## src/rtl/keypad_pkg.sv

```systemverilog
// keypad_pkg: shared FSM states, default timing and auto-repeat constants for keypad_scanner.
package keypad_pkg;
  typedef enum logic [1:0] {SCAN, CONFIRM, HELD} state_t;
  localparam int DEFAULT_SCAN_DIV = 5000;
  localparam int DEFAULT_DEBOUNCE_TICKS = 8;
  localparam int REPEAT_FIRST = 16;
  localparam int REPEAT_NEXT = 4;
  function automatic logic [1:0] lowest_low(input logic [3:0] r);
    return !r[0] ? 2'd0 : !r[1] ? 2'd1 : !r[2] ? 2'd2 : 2'd3;
  endfunction
endpackage

```

## src/rtl/sync_2ff.sv

```systemverilog
// sync_2ff: two-flop synchronizer for the keypad rows; resets to all ones (rows idle high).
module sync_2ff #(
  parameter int WIDTH = 4
) (
  input  logic             clock,
  input  logic             reset,
  input  logic [WIDTH-1:0] d,
  output logic [WIDTH-1:0] q
);
  logic [WIDTH-1:0] meta;
  always_ff @(posedge clock or posedge reset)
    if (reset) {q, meta} <= '1;
    else {q, meta} <= {meta, d};
endmodule

```

## src/rtl/keypad_scanner.sv

```systemverilog
// keypad_scanner: 4x4 matrix keypad scanner with tick-based press/release debounce.
// Define KEYPAD_REPEAT_EN to add auto-repeat pulses while a key stays held.
module keypad_scanner
  import keypad_pkg::*;
#(
  parameter int SCAN_DIV       = DEFAULT_SCAN_DIV,
  parameter int DEBOUNCE_TICKS = DEFAULT_DEBOUNCE_TICKS
) (
  input  logic       clock,
  input  logic       reset,
  input  logic [3:0] row_n,
  output logic [3:0] col_n,
  output logic [3:0] key_code,
  output logic       key_valid,
  output logic       key_held
);
  localparam int DW = SCAN_DIV > 1 ? $clog2(SCAN_DIV) : 1;
  localparam logic [3:0] DT = 4'(DEBOUNCE_TICKS);
  state_t state, state_nx;
  logic [DW-1:0] div;
  logic [3:0] row_s, match_cnt, cnt_nx, code_nx;
  logic [1:0] col_idx, col_nx, cand_row, cand_nx;
  logic tick, valid_nx, held_nx;
`ifdef KEYPAD_REPEAT_EN
  logic [4:0] rep_cnt, rep_nx;
`endif
  sync_2ff #(.WIDTH(4)) u_sync (.clock(clock), .reset(reset), .d(row_n), .q(row_s));
  assign tick  = div == DW'(SCAN_DIV - 1);
  assign col_n = ~(4'b0001 << col_idx);
  always_comb begin
    state_nx = state;
    col_nx   = col_idx;
    cnt_nx   = match_cnt;
    cand_nx  = cand_row;
    code_nx  = key_code;
    valid_nx = 1'b0;
    held_nx  = key_held;
`ifdef KEYPAD_REPEAT_EN
    rep_nx   = rep_cnt;
`endif
    if (tick)
      case (state)
        SCAN:
          if (!(&row_s)) begin
            cand_nx  = lowest_low(row_s);
            cnt_nx   = 4'd1;
            state_nx = CONFIRM;
          end else col_nx = col_idx + 2'd1;
        CONFIRM:
          if (!row_s[cand_row]) begin
            cnt_nx = match_cnt + 4'd1;
            if (cnt_nx == DT) begin
              code_nx  = {cand_row, col_idx};
              valid_nx = 1'b1;
              held_nx  = 1'b1;
              cnt_nx   = 4'd0;
              state_nx = HELD;
`ifdef KEYPAD_REPEAT_EN
              rep_nx   = 5'd0;
`endif
            end
          end else begin
            cnt_nx   = 4'd0;
            col_nx   = col_idx + 2'd1;
            state_nx = SCAN;
          end
        HELD: begin
          // match_cnt now counts consecutive released ticks of the accepted row
          cnt_nx = row_s[cand_row] ? match_cnt + 4'd1 : 4'd0;
          if (cnt_nx == DT) begin
            held_nx  = 1'b0;
            cnt_nx   = 4'd0;
            col_nx   = col_idx + 2'd1;
            state_nx = SCAN;
          end
`ifdef KEYPAD_REPEAT_EN
          rep_nx = rep_cnt + 5'd1;
          if (rep_nx == 5'(REPEAT_FIRST)) begin
            valid_nx = held_nx;
            rep_nx   = 5'(REPEAT_FIRST - REPEAT_NEXT);
          end
`endif
        end
        default: state_nx = SCAN;
      endcase
  end
  always_ff @(posedge clock or posedge reset)
    if (reset) begin
      state     <= SCAN;
      div       <= '0;
      col_idx   <= 2'd0;
      match_cnt <= 4'd0;
      cand_row  <= 2'd0;
      key_code  <= 4'd0;
      key_valid <= 1'b0;
      key_held  <= 1'b0;
`ifdef KEYPAD_REPEAT_EN
      rep_cnt   <= 5'd0;
`endif
    end else begin
      state     <= state_nx;
      div       <= tick ? '0 : div + DW'(1);
      col_idx   <= col_nx;
      match_cnt <= cnt_nx;
      cand_row  <= cand_nx;
      key_code  <= code_nx;
      key_valid <= valid_nx;
      key_held  <= held_nx;
`ifdef KEYPAD_REPEAT_EN
      rep_cnt   <= rep_nx;
`endif
    end
endmodule

```

## config.mk

```make
export PLATFORM = sky130hd
export DESIGN_NAME = keypad_scanner
export DESIGN_NICKNAME = d
export VERILOG_FILES = /design/src/rtl/keypad_pkg.sv /design/src/rtl/sync_2ff.sv /design/src/rtl/keypad_scanner.sv
export SDC_FILE = /design/constraint.sdc
export NUM_CORES = 1
export LEC_CHECK = 0
export ABC_AREA = 1
export CORE_MARGIN = 10
export CORE_UTILIZATION = 30
export CTS_CLUSTER_SIZE = 8
export DETAILED_ROUTE_END_ITERATION = 12
export PLACE_DENSITY = 0.59
export REMOVE_ABC_BUFFERS = 1
export SLEW_MARGIN = 20
export SYNTH_ARGS = -nofsm -noshare
export SYNTH_HDL_FRONTEND = slang
export SYNTH_SLANG_ARGS = --single-unit
```

## constraint.sdc

```tcl
create_clock -name clock -period 1.75 [get_ports clock]
set_clock_uncertainty 0.15 [all_clocks]
set_input_delay 0.35 -clock clock [delete_from_list [all_inputs] [get_ports clock]]
set_output_delay 0.35 -clock clock [all_outputs]
set_load 0.02 [all_outputs]
```

==> results of run 1 <==
-- layout make-up --
| type | instances | share of cell area [%] |
|---|---|---|
| timing repair buffer | 24 | 8.413 |
| clock buffer | 5 | 2.754 |
| tap | 80 | 4.006 |
| inverter | 53 | 8.312 |
| clock inverter | 3 | 1.002 |
| sequential | 37 | 37.46 |
| multi-input combinational | 153 | 38.06 |
-- through the flow --
stage / utilization (%) / setup WS, ps
floorplan: - / 34.67
global placement: 35.09 / -28.91
detailed placement: 35.09 / -69.47
CTS: 36.41 / -24.43
global route: 36.98 / -130.9
finish: 36.98 / -15.11
-- report_power, final --
part / switching, W / internal (W) / leakage (nW)
clock: 0.000335 / 0.000287 / 0.0447
combinational: 0.0000273 / 0.0000186 / 0.709
sequential: 0.00000558 / 0.000871 / 0.475
total: 0.000368 / 0.00118 / 1.23
-- state kept, by name, summed over array words and instances, names as in the netlist, 2 cells and up --
name,count
cand_row,2
col_idx,2
div,13
key_code,4
match_cnt,4
state,2
u_sync.meta,4
u_sync.q,4
-- final timing paths --
check,startpoint,to,slack (ps),cells past startpoint
min in group asynchronous,reset,cand_row[0]$_DFFE_PP0P_,250,3
worst min register to register,u_sync.meta[0]$_DFF_PP1_,u_sync.q[0]$_DFF_PP1_,210,0
max in group asynchronous,reset,u_sync.meta[2]$_DFF_PP1_,960,3
worst max register to register,match_cnt[0]$_DFFE_PP0P_,state[0]$_DFFE_PP0P_,-20,8
worst min-delay path,u_sync.meta[0]$_DFF_PP1_,u_sync.q[0]$_DFF_PP1_,210,0
worst max-delay path,match_cnt[0]$_DFFE_PP0P_,state[0]$_DFFE_PP0P_,-20,8
-- cells by family after synthesis --
kind of cell / share of synthesized area, %
flip-flops: 45.36
XOR/XNOR: 1.274
AO/OA/AOI/OAI: 5.701
AND/OR/NAND/NOR: 31.05
adder cells (fa/ha/maj): 6.671
buffers and inverters: 9.946
-- routing by layer --
metal	GRT usage [%]	vias up	wire length, um
li1	-	830	-
met1	8.934	742	1865
met2	13.26	20	1802
met3	2.547	6	162
met4	3.102	0	55
met5	0	-	0
-- cell usage in the layout (no fill, tap or decap), types with 2 or more instances in the layout --
cell type and n:
buf_2 4, nand4_1 11, nand2_2 9, buf_4 7, nor3_1 5, nand3_1 12, nand2_1 45, a21oi_1 2
o21ai_0 4, nor3_2 2, nand2_4 2, nor2_2 3, inv_2 12, clkdlybuf4s50_1 5, nor2_4 2, dfstp_2 8
dfrtp_1 29, clkbuf_8 5, o21ai_2 2, nor2_1 12, ha_1 10, dlygate4sd2_1 5, o21ai_1 12, inv_1 39
nand3_2 6, xor2_1 3
-- what timing repair did --
item,4_1_cts,5_1_grt
pin swaps,0,1
setup endpoints to repair,14,23
hold endpoints to repair,0,0
buffers inserted,2,1
resized for setup,20,12
cloned,0,1
==> results.sh, run 1 <==
export IMPL_cts_clk_slew_worst_paths_ps=80
export IMPL_antenna_left=0
export IMPL_ir_drop_mv=0.3250
export IMPL_first_pass_iters=4
export IMPL_dieArea_um2=10590
export IMPL_dpl_instance_area_um2=2371
export IMPL_post_route_cell_area_um2=2499
export IMPL_cts_hold_buffers=0
export IMPL_critical_path_top_delay_family="simple AND/OR/NAND/NOR gates"
export IMPL_cp_start_kind="flop"
export IMPL_vias_per_cell=4.501
export IMPL_worstPathRequired_ps=1790
export IMPL_drt_iter0_drc=53
export IMPL_worst_pin_slew_ps=249.0
export IMPL_placedCellCount=343
export IMPL_fin_cells=355
export IMPL_avgSynthCellArea_um2=8.526
export IMPL_slew_violations=0
export IMPL_critPathMaxFanout=7
export IMPL_port_buffer_count=15
export IMPL_root_buffer="clkbuf_8"
export IMPL_clockBufferDepth=2
export IMPL_hpwlAfterDp_um=2907
export IMPL_synth_commonest_cells="nand2_1, inv_1, dfrtp_1"
export IMPL_vias=1598
export IMPL_path_cells="ha_1, or2_0, nor2_1, nand3_2, nand2_4, nand2_2, o21ai_1, nand2_1"
export IMPL_yosysMostFrequentCell="nand2_1"
export IMPL_synth_top_cell_by_area="dfrtp_1"
export IMPL_wirelength_um=3886
export IMPL_diodes=0
export IMPL_multi_input_area_um2=950.9
export IMPL_yosys_most_used_dff="dfrtp_1"
export IMPL_ios=16
export IMPL_setup_viol=2
export IMPL_gp_congestion=0.7778
export IMPL_drive_above_1_share_pct=26.91
export IMPL_ys_seq_area_share_pct=45.36
export IMPL_grt_use_total_pct=7.838
export IMPL_hold_violations=0
export IMPL_fillers=723
export IMPL_synth_area_leaders="dfrtp_1, dfstp_2, nand2_1, inv_1, ha_1"
export IMPL_grt_pass1_wl_um=6693
export IMPL_hold_path_class="reg -> reg"
export IMPL_cts_sinks=37
export IMPL_cts_buffers=5
export IMPL_clock_latency_ps=290
export IMPL_relSlewSlack_pct=83.31
export IMPL_cpPeakStageDelay_ps=390
export IMPL_fin_crit_ps=1765
export IMPL_finalCritPeriodShare_pct=100.9
export IMPL_drc=0
export IMPL_total_power_w=0.001545
export IMPL_ys_ff_latch=37
export IMPL_status="finished with violations"
export IMPL_maxCapViolations=0
export IMPL_die_h_um=102.9
export IMPL_hold_worst_slack_ps=207.8
export IMPL_die_x_um=102.9
export IMPL_syn_to_final_growth_pct=21.10
export IMPL_synth_cell_area_um2=2063
export IMPL_ys_warn_count=0
export IMPL_start_util_pct=30.54
export IMPL_grt_pass1_vias=1568
export IMPL_seqCellArea_um2=935.9
export IMPL_final_setup_worst_slack_ps=-15.11
export IMPL_async_flop_share_pct=100.0
export IMPL_cp_buffers_inverters=0
export IMPL_cp_arrival_ps=1800
export IMPL_synth_top_area_share_pct=35.17
export IMPL_max_freq_ghz=0.5665
export IMPL_rows=30
export IMPL_cellLeakagePower_nw=1.229
export IMPL_grt_ovfl_total=0
export IMPL_path_class="reg -> reg"
export IMPL_synthDistinctLibCells=33
export IMPL_nNetsFinal=291
export IMPL_syn_inst=242
export IMPL_violations="negative setup slack"
export IMPL_grt_start_max_net_pins=38
export IMPL_post_drt_wl_per_cell_um=10.95
export IMPL_crit_slowest_cell="dfrtp_1"
export IMPL_cts_tree="done"
export IMPL_power_density_nw_per_um2=618.3
export IMPL_rsz0062_at_grt="true"
export IMPL_synth_edf_count=0
export IMPL_antenna_found_initial=0
export IMPL_cts_max_level=2
export IMPL_critPathCaptureType="flop"
export IMPL_finalSetupTns_ps=-17.35
export IMPL_core_area_um2=6756
No activity file was read; power rests on OpenSTA's default activity.
==> run 2, diff against run 1 <==
CTS_CLUSTER_DIAMETER = 40   (was not set)
REMOVE_ABC_BUFFERS = not set   (was 1)
==> results of run 2 <==
No change in the layout: final DEF, timing and power equal those of run 1.
==> run 3, diff against run 2 <==
SLEW_MARGIN = not set   (was 20)
==> results of run 3 <==
No change in the layout: final DEF, timing and power equal those of run 1.
